<file path="src/rtl/show_ascii_multi.sv">
// Decimal text overlay on a 24-bit RGB pixel stream: N_SLOT values drawn from an external glyph ROM, 5-cycle latency.
// Optional macro SHOW_ASCII_BG_EN dims glyph-background pixels inside a text box to half brightness.
module show_ascii_multi #(
   parameter int          P_W      = 11,
   parameter int          IMG_W    = 640,
   parameter int          IMG_H    = 480,
   parameter int          N_SLOT   = 8,
   parameter int          DIGITS   = 3,
   parameter int          GLYPH_W  = 16,
   parameter int          GLYPH_H  = 32,
   parameter logic [23:0] FG_COLOR = 24'hFFFFFF
) (
   input  logic                                          sys_clk,
   input  logic                                          sys_rst,
   input  logic [N_SLOT*8-1:0]                           i_values,
   input  logic [N_SLOT*P_W-1:0]                         i_slot_x,
   input  logic [N_SLOT*P_W-1:0]                         i_slot_y,
   input  logic [N_SLOT-1:0]                             i_slot_en,
   input  logic                                          i_valid,
   input  logic [23:0]                                   i_data,
   output logic                                          o_valid,
   output logic [23:0]                                   o_data,
   output logic [6+$clog2(GLYPH_H)+$clog2(GLYPH_W):0]    o_rom_ad,
   input  logic                                          i_rom_dout
);

   localparam int RW = $clog2(GLYPH_H);
   localparam int CW = $clog2(GLYPH_W);
   localparam int SW = (N_SLOT > 1) ? $clog2(N_SLOT) : 1;
   localparam logic [P_W-1:0] X_LAST = P_W'(IMG_W - 1);
   localparam logic [P_W-1:0] Y_LAST = P_W'(IMG_H - 1);
   localparam logic [P_W:0]   BOX_W  = (P_W+1)'(DIGITS * GLYPH_W);
   localparam logic [P_W:0]   BOX_H  = (P_W+1)'(GLYPH_H);

   function automatic logic [11:0] to_bcd(input logic [7:0] v);
      logic [19:0] s;
      s = {12'd0, v};
      for (int i = 0; i < 8; i++) begin
         if (s[11:8]  >= 4'd5) s[11:8]  = s[11:8]  + 4'd3;
         if (s[15:12] >= 4'd5) s[15:12] = s[15:12] + 4'd3;
         if (s[19:16] >= 4'd5) s[19:16] = s[19:16] + 4'd3;
         s = s << 1;
      end
      return s[19:8];
   endfunction

   // place 2/1/0 = hundreds/tens/ones; leading zeros blank to space except the ones digit
   function automatic logic [6:0] glyph_code(input logic [7:0] v, input logic [1:0] place);
      logic [11:0] b;
      logic [6:0]  c;
      b = to_bcd(v);
      case (place)
         2'd2:    c = (b[11:8] == 4'd0) ? 7'd32 : 7'd48 + {3'd0, b[11:8]};
         2'd1:    c = (b[11:4] == 8'd0) ? 7'd32 : 7'd48 + {3'd0, b[7:4]};
         default: c = 7'd48 + {3'd0, b[3:0]};
      endcase
      return c;
   endfunction

`ifdef SHOW_ASCII_BG_EN
   function automatic logic [23:0] half_px(input logic [23:0] p);
      return {1'b0, p[23:17], 1'b0, p[15:9], 1'b0, p[7:1]};
   endfunction
`endif

   logic [P_W-1:0] x_cnt, y_cnt;
   logic           take;
   logic [7:0]     snap_val [N_SLOT];
   logic [P_W-1:0] snap_x   [N_SLOT];
   logic [P_W-1:0] snap_y   [N_SLOT];
   logic [N_SLOT-1:0] snap_en;

   logic [P_W:0]   dx_a [N_SLOT];
   logic [P_W:0]   dy_a [N_SLOT];
   logic [N_SLOT-1:0] in_box;
   logic           hit_c;
   logic [SW-1:0]  slot_c;
   logic [1:0]     dig_c;
   logic [RW-1:0]  row_c;
   logic [CW-1:0]  col_c;
   logic [6:0]     ascii_c;

   logic           hit_p1, hit_p2, hit_p3, hit_p4;
   logic [SW-1:0]  slot_p1;
   logic [1:0]     dig_p1;
   logic [RW-1:0]  row_p1;
   logic [CW-1:0]  col_p1;
   logic [23:0]    dat_p1, dat_p2, dat_p3, dat_p4;
   logic           vld_p1, vld_p2, vld_p3, vld_p4;

   // the frame's first pixel already sees the slot settings it is capturing
   assign take = i_valid && (x_cnt == '0) && (y_cnt == '0);

   always_comb begin
      in_box = '0;
      for (int k = 0; k < N_SLOT; k++) begin
         dx_a[k] = {1'b0, x_cnt} - {1'b0, (take ? i_slot_x[k*P_W +: P_W] : snap_x[k])};
         dy_a[k] = {1'b0, y_cnt} - {1'b0, (take ? i_slot_y[k*P_W +: P_W] : snap_y[k])};
         in_box[k] = (take ? i_slot_en[k] : snap_en[k]) &&
                     !dx_a[k][P_W] && (dx_a[k] < BOX_W) &&
                     !dy_a[k][P_W] && (dy_a[k] < BOX_H);
      end
   end

   always_comb begin
      hit_c  = 1'b0;
      slot_c = '0;
      dig_c  = '0;
      row_c  = '0;
      col_c  = '0;
      for (int k = N_SLOT - 1; k >= 0; k--) begin
         if (i_valid && in_box[k]) begin
            hit_c  = 1'b1;
            slot_c = SW'(k);
            dig_c  = dx_a[k][CW+1:CW];
            row_c  = dy_a[k][RW-1:0];
            col_c  = dx_a[k][CW-1:0];
         end
      end
   end

   assign ascii_c = glyph_code(snap_val[slot_p1], 2'(DIGITS - 1) - dig_p1);

   always_ff @(posedge sys_clk) begin
      if (sys_rst) begin
         x_cnt   <= '0;
         y_cnt   <= '0;
         snap_en <= '0;
         for (int k = 0; k < N_SLOT; k++) begin
            snap_val[k] <= '0;
            snap_x[k]   <= '0;
            snap_y[k]   <= '0;
         end
      end else if (i_valid) begin
         if (take) begin
            snap_en <= i_slot_en;
            for (int k = 0; k < N_SLOT; k++) begin
               snap_val[k] <= i_values[k*8 +: 8];
               snap_x[k]   <= i_slot_x[k*P_W +: P_W];
               snap_y[k]   <= i_slot_y[k*P_W +: P_W];
            end
         end
         if (x_cnt == X_LAST) begin
            x_cnt <= '0;
            y_cnt <= (y_cnt == Y_LAST) ? '0 : y_cnt + P_W'(1);
         end else begin
            x_cnt <= x_cnt + P_W'(1);
         end
      end
   end

   always_ff @(posedge sys_clk) begin
      if (sys_rst) begin
         hit_p1 <= 1'b0; slot_p1 <= '0; dig_p1 <= '0; row_p1 <= '0; col_p1 <= '0;
         dat_p1 <= '0;   vld_p1  <= 1'b0;
         hit_p2 <= 1'b0; dat_p2  <= '0; vld_p2 <= 1'b0; o_rom_ad <= '0;
         hit_p3 <= 1'b0; dat_p3  <= '0; vld_p3 <= 1'b0;
         hit_p4 <= 1'b0; dat_p4  <= '0; vld_p4 <= 1'b0;
         o_valid <= 1'b0; o_data <= '0;
      end else begin
         // stage 1: hit test
         hit_p1  <= hit_c;
         slot_p1 <= slot_c;
         dig_p1  <= dig_c;
         row_p1  <= row_c;
         col_p1  <= col_c;
         dat_p1  <= i_data;
         vld_p1  <= i_valid;
         // stage 2: glyph ROM address
         o_rom_ad <= hit_p1 ? {ascii_c, row_p1, col_p1} : '0;
         hit_p2   <= hit_p1;
         dat_p2   <= dat_p1;
         vld_p2   <= vld_p1;
         // stages 3-4: cover the ROM read latency
         hit_p3 <= hit_p2;
         dat_p3 <= dat_p2;
         vld_p3 <= vld_p2;
         hit_p4 <= hit_p3;
         dat_p4 <= dat_p3;
         vld_p4 <= vld_p3;
         // stage 5: pixel merge
         o_valid <= vld_p4;
         if (hit_p4 && i_rom_dout)
            o_data <= FG_COLOR;
`ifdef SHOW_ASCII_BG_EN
         else if (hit_p4)
            o_data <= half_px(dat_p4);
`endif
         else
            o_data <= dat_p4;
      end
   end

endmodule

</file>
<file path="config.mk">
export PLATFORM = sky130hd
export DESIGN_NAME = show_ascii_multi
export DESIGN_NICKNAME = d
export VERILOG_FILES = /design/src/rtl/show_ascii_multi.sv
export SDC_FILE = /design/constraint.sdc
export NUM_CORES = 1
export LEC_CHECK = 0
export ABC_AREA = 1
export CAP_MARGIN = 25
export CORE_UTILIZATION = 57
export CTS_CLUSTER_DIAMETER = 30
export DETAILED_ROUTE_END_ITERATION = 10
export PLACE_DENSITY = 0.81
export SLEW_MARGIN = 10
export SYNTH_ARGS = -nofsm -noshare
export SYNTH_HDL_FRONTEND = slang
export SYNTH_SLANG_ARGS = --single-unit
export TNS_END_PERCENT = 20
</file>
<file path="constraint.sdc">
create_clock -name sys_clk -period 9.4 [get_ports sys_clk]
set_clock_uncertainty 0.05 [all_clocks]
set_input_delay 0.94 -clock sys_clk [delete_from_list [all_inputs] [get_ports sys_clk]]
set_output_delay 0.94 -clock sys_clk [all_outputs]
set_load 0.01 [all_outputs]
</file>
-- Yosys cells after proc, flatten, opt, wreduce, memory -nomap -nowiden
Memory sizes are Yosys's and may differ from the RTL's.
Index checks and enable logic that the tools add are counted.
- memories: 3
- output and inout bits: 41
- logic and storage cells: 316
- bits in latches: 0
- bits in read-only memories: 0
- RAM bits: 240
- input port bits: 276
- register bits after elaboration: 189
- shift-type cells: 0
- multiplexer cells: 117
- bitwise logic cells: 25
- $lt $le $gt $ge: 34
- reductions and logical operators: 69
- eq/ne operators: 4
- multiply operators: 0
- div/mod/pow operators: 0
- add/subtract/negate cells: 40
- memories (name ; depth ; bits a word ; read ports ; clocked after memory_dff ; wr ports ; line ; RTL):
    snap_x ; 8 ; 11 ; 8 ; 0 ; 8 ; 69 ; logic [P_W-1:0] snap_x [N_SLOT];
    snap_y ; 8 ; 11 ; 8 ; 0 ; 8 ; 70 ; logic [P_W-1:0] snap_y [N_SLOT];
    snap_val ; 8 ; 8 ; 1 ; 0 ; 8 ; 68 ; logic [7:0] snap_val [N_SLOT];
- operator list (kind ; number):
    $mux 11 ; 34
    $lt 12x6->1 const B ; 16
    $sub 11x11->12 ; 16
    $mux 4 ; 19
    $mux 8 ; 8
    $ge 4x3->1 const B ; 15
    $add 4x2->4 const B ; 11
    $logic_and 1x1->1 ; 43
    $mux 5 ; 8
    $mux 3 ; 11
    $mux 24 ; 1
    $or 1x1->1 ; 24
    $mux 1 ; 23
    $add 11x1->11 const B ; 2
    $logic_not 11->1 ; 2
    $add 6x4->7 const A ; 3
    $mux 2 ; 10
    $logic_not 1->1 ; 16
    $mux 7 ; 2
    $pmux 7 s2 ; 1
    $add 3x2->3 const B ; 4
    $eq 11x10->1 const B ; 1
    $eq 11x9->1 const B ; 1
    $logic_not 8->1 ; 1
    13 further kinds ; 17

-- Depth between registers and ports, before layout
- word-level depth: 19
- mapped depth: 48

-- Worst setup path before layout
OpenSTA, ideal clock, no wires.
- path kind: flip-flop to flip-flop
- start: register x_cnt[1]
- end: memory snap_val[0][0], enable pin
- required time: 7.479 ns
- library setup time: 1.871 ns
- path slack: 1.837 ns
- arrival: 5.642 ns
- stages on the path, launching flop included: 8
- path through: dfxtp_1 -> inv_1 -> ha_1 -> nand3_1 -> nor2_2 -> nand3_2 -> clkbuf_1 -> nand2_1
- RTL lines (element ; line ; RTL):
    from (decl) ; 66 ; logic [P_W-1:0] x_cnt, y_cnt;
    from (signal assigned) ; 147 ; x_cnt <= x_cnt + P_W'(1);
    to (decl) ; 68 ;

-- Final worst setup path
- start: register y_cnt[1]
- end: register dig_p1[0]
- word-level cells in the longest chain between the ends: 18
- elaborated cells between the ends (all ways): 122
- RTL lines (element ; line ; RTL):
    from (decl) ; 66 ;
    from (signal assigned) ; 145 ; y_cnt <= (y_cnt == Y_LAST) ? '0 : y_cnt + P_W'(1);
    parallel branches: the longest is 17 deep, another holds $sub 11x11->12 ; -- ;
    $mux 2 (*) ; 112 ; if (i_valid && in_box[k]) begin
    to (signal assigned) ; 164 ; dig_p1 <= dig_c;
    to (decl) ; 85 ; logic [1:0] dig_p1;
Mark *: on every way between the ends.
A chain may end at the register's enable or synchronous reset.

==> impl_summary.log <==
[metrics] # hold bufs at CTS: 0
[metrics] CP max stage cell: sky130_fd_sc_hd__inv_1
[metrics] cts repair resizes: 0
[metrics] cell depth of the worst hold path: 2
[metrics] number of standard cells after synthesis: 3,549
[metrics] DRC Markers: 0
[metrics] worst r2r path cells: 28
[metrics] final period utilization: 72.06%
[metrics] least setup slack across all paths after layout: 2.626 ns
[metrics] Cell Rows: 79
[metrics] time the worst path needs with I/O delays and setup: 6.774 ns
[metrics] count of different cell masters after synthesis: 58
[metrics] unrepaired setup endpoints after global routing: no
[metrics] number of sinks handled by clock tree synthesis: 428
[metrics] total setup violations reported at the end of the flow: 0
[metrics] cell area after placement: 30,550 sq um
[metrics] area grow syn2layout: 25.65%
[metrics] # fillers: 3,570
[metrics] maximum fanout count along the critical path: 134
[metrics] Setup TNS: 0 ns
[metrics] area leader, netlist: sky130_fd_sc_hd__edfxtp_1
[metrics] IO Port Bufs: 315
[metrics] first-pass iteration count of the detailed router: 6
[metrics] most instantiated flip-flop cell in the synthesis netlist: sky130_fd_sc_hd__edfxtp_1
[metrics] most common cell after layout, fill and taps aside: sky130_fd_sc_hd__inv_1
[metrics] fraction of final layout cells sized beyond drive strength 1: 6.380%
[metrics] Post-Layout Inst Area: 33,730 sq um
[metrics] Critical Path Start Type: flop
[metrics] most frequent cell on the critical path: sky130_fd_sc_hd__nand2_1
[metrics] clock latency on the worst-skew pair: 0.64 ns
[metrics] clock root buffer: sky130_fd_sc_hd__clkbuf_16
[metrics] proportion of register bits with asynchronous set or reset after synthesis: 0%
[metrics] TritonCTS clock tree: yes
[metrics] placement-stage worst setup slack: 2.738 ns
[metrics] number of clock buffers inserted by TritonCTS: 87
[metrics] number of antenna violations at the first check in global routing: 0
[metrics] startpoint of the worst-slack reg-to-reg timing path: y_cnt[1]$_SDFFE_PP0P_
[metrics] number of H-tree levels: 3
[metrics] Die Area: 47,970 sq um
[metrics] Post-Place Cells: 4,393
[metrics] normalized max-slew margin: 20.35%
[metrics] Layout Cells excl Fill: 4,557
[metrics] Initial Util: 57.78%
[metrics] areal power density over the cells: 196.5 nW/um^2
[metrics] antenna diode instance count: 0
[metrics] antenna viol nets, final: 0
[metrics] top area cells in the synthesized netlist: sky130_fd_sc_hd__edfxtp_1, sky130_fd_sc_hd__dfxtp_1, sky130_fd_sc_hd__inv_1
[metrics] Slew Limit Fails: 0
[metrics] capturing point of the worst reg2reg path: dig_p1[0]$_SDFF_PP0_
[metrics] vias in the first global route: 23.07k
[metrics] netlist area before placement: 26,840 sq um
[metrics] origin of the worst min-delay path: dat_p3[21]$_SDFF_PP0_
[metrics] number of top-level design ports: 317
[metrics] CTS clock-pin slew for the worst setup and hold paths: 0.05 ns
[metrics] maximum vdd ir drop: 0.1426 mV
[metrics] Yosys warning count: 0
[metrics] area of the core: 46,460 sq um
[metrics] sequential cell area: 10,970 sq um
[metrics] worst hold-check path type: flop to flop
[metrics] leftover overflow at the end of global routing: 0
[metrics] run status: finished, final reports clean
[metrics] Die Width: 219.0 microns
[metrics] crit path DAT: 7.26 ns
[metrics] Min-Delay Endpoint: dat_p4[21]$_SDFF_PP0_
[metrics] hold violation total from the final report: 0
[metrics] sequential cell area fraction in the yosys report: 40.87%
[metrics] drt total wl: 77.39 mm
[metrics] measured slew at the worst slew-check pin: 1.193 ns
[metrics] highest cell delay on the worst timing path: 0.75 ns
[metrics] setup fix buffers added after clock tree synthesis: 0
[metrics] count of state elements after synthesis: 428
[metrics] start-to-end type of the worst setup path: flop to flop
[metrics] Critical Path End Type: flop
[metrics] Starting DRT DRC Count: 2,394
[metrics] maximum clock rate: 0.1476 GHz
[metrics] leading cell types in the layout, fill and taps excluded: sky130_fd_sc_hd__inv_1, sky130_fd_sc_hd__nand2_1, sky130_fd_sc_hd__nor2_1
[metrics] detailed-route via count: 24.33k
[metrics] Synth top area share: 26.85%
[metrics] number of flops mapped to enable cells by yosys: 240
[metrics] dpl hpwl: 52.78 mm
[metrics] Maximum Capacitance Violations: 0
[metrics] Worst R2R Setup Slack: 2.63 ns
[metrics] nets: 4,360
[metrics] LEAKAGE: 0.01612 uW
[metrics] Die Y: 219.0 microns
[metrics] aggregate global-route resource usage: 32.23%
[metrics] average via count per standard cell: 5.339
[metrics] number of buffers on the longest clock path: 3
[metrics] required time at the endpoint of the critical path: 9.88 ns
[metrics] area taken by multi-input logic gates: 12,750 sq um
[metrics] first-pass GRT wire length: 119.5 mm
[metrics] Syn Area/Cell: 7.564 sq um
[metrics] final design utilization: 72.60%
[metrics] average wire per standard cell: 16.98 microns
[metrics] nets in the synthesized netlist: 4,033
[metrics] routability cong.: 0.9393
[metrics] largest net degree at the start of global routing: 135
## cell usage after synthesis, types with 3 or more instances
cell                       count
sky130_fd_sc_hd__nand2_1     653
sky130_fd_sc_hd__inv_1       702
sky130_fd_sc_hd__buf_1         7
sky130_fd_sc_hd__and2_1        5
sky130_fd_sc_hd__a21oi_1     170
sky130_fd_sc_hd__inv_2        14
sky130_fd_sc_hd__o22ai_1       8
sky130_fd_sc_hd__nor3_1       37
sky130_fd_sc_hd__nand3_1     133
sky130_fd_sc_hd__nand2_2      20
sky130_fd_sc_hd__nand2_4       5
sky130_fd_sc_hd__xor2_1       62
sky130_fd_sc_hd__nor2_1      475
sky130_fd_sc_hd__or2_1         4
sky130_fd_sc_hd__o21ai_1      28
sky130_fd_sc_hd__fa_1         16
sky130_fd_sc_hd__a31oi_1      10
sky130_fd_sc_hd__nor2_2        4
sky130_fd_sc_hd__o211ai_1      7
sky130_fd_sc_hd__o31ai_1       5
sky130_fd_sc_hd__dfxtp_1     188
sky130_fd_sc_hd__nand3_4       5
sky130_fd_sc_hd__nand3_2       9
sky130_fd_sc_hd__ha_1        192
sky130_fd_sc_hd__o21bai_1     15
sky130_fd_sc_hd__or2_2        10
sky130_fd_sc_hd__o21ai_0     264
sky130_fd_sc_hd__o21ai_2       5
sky130_fd_sc_hd__a21o_1       12
sky130_fd_sc_hd__o221ai_1      6
sky130_fd_sc_hd__xnor2_1      39
sky130_fd_sc_hd__nor4_1        4
sky130_fd_sc_hd__edfxtp_1    240
sky130_fd_sc_hd__nor2_4        3
sky130_fd_sc_hd__buf_4         3
sky130_fd_sc_hd__buf_6         4
sky130_fd_sc_hd__buf_2         8
sky130_fd_sc_hd__clkbuf_1     82
sky130_fd_sc_hd__o21a_1        3
sky130_fd_sc_hd__nand3b_1     18
sky130_fd_sc_hd__nand4_1      45
sky130_fd_sc_hd__a211oi_1      9
## critical path, delay by kind of cell (launching register included)
family / cells / cell delay, ns
XOR/XNOR: 1 / 0.11
flip-flops: 1 / 0.63
buffers and inverters: 4 / 1.98
AO/OA/AOI/OAI: 4 / 0.93
adder cells (fa/ha/maj): 2 / 0.69
AND/OR/NAND/NOR: 17 / 2.13
## logic make-up (layout without fill, tap and decap cells)
logic type	count (synthesis)	count (layout)	share of synthesized area (%)
xor+xnor	101	101	3.295
fa+ha+maj	208	208	10.14
simple gates	1437	1437	22.86
buf+inv	823	1224	11.71
other cells	1	1	0.01397
flops	428	428	40.87
mux	1	1	0.03729
compound gates	550	550	11.08
## state kept, by name, summed over array words and instances, names as in the netlist, 15 cells and up
name,flops
snap_y,88
o_rom_ad,15
dat_p1,24
o_data,24
snap_x,88
dat_p3,24
dat_p4,24
snap_val,64
dat_p2,24
## layer usage
layer | track usage (%) | part of all wire, % | wire, microns
met1 | 41.99 | 42 | 32360
met2 | 52.00 | 46 | 35360
met3 | 5.641 | 8.2 | 6314
met4 | 15.28 | 4.3 | 3352
met5 | 0 | 0 | 0
## area by class of cell
cell class	instances	share of cell area, %
inverters	717	7.994
multi-input cells	2298	37.79
clock buffers	110	6.989
clock inverters	53	2.359
well taps	607	2.252
repair buffers	344	10.09
flip-flops and latches	428	32.52
## per-stage QoR
step | power, uW | hold slack (ns)
2_1_floorplan | 3030 | 0.3383
3_3_place_gp | 3358 | 0.3389
3_5_place_dp | 3382 | 0.3421
4_1_cts | 6639 | 0.3437
5_1_grt | 6898 | 0.3531
6_report | 6628 | 0.3463
## where the power goes
group,internal (uW),switching [uW],leakage (uW)
logic,469,767,0.0105
clock network,2180,1070,0.00150
registers,2110,31.0,0.00410
## worst max-delay path by stage
stage                          start                           end  slack [ns]  cells after the start
2_1_floorplan  x_cnt[1]$_SDFFE_PP0P_  snap_val[0][0]$_SDFFCE_PN0P_        1.84                      7
3_3_place_gp                 i_valid          dig_p1[1]$_SDFF_PP0_        2.80                     29
3_5_place_dp                 i_valid          row_p1[3]$_SDFF_PP0_        2.74                     27
4_1_cts        y_cnt[1]$_SDFFE_PP0P_          dig_p1[0]$_SDFF_PP0_        2.90                     28
5_1_grt        y_cnt[1]$_SDFFE_PP0P_          dig_p1[0]$_SDFF_PP0_        2.26                     28
6_report       y_cnt[1]$_SDFFE_PP0P_          dig_p1[0]$_SDFF_PP0_        2.63                     28
Note: power is estimated with default switching activity, not from simulation.
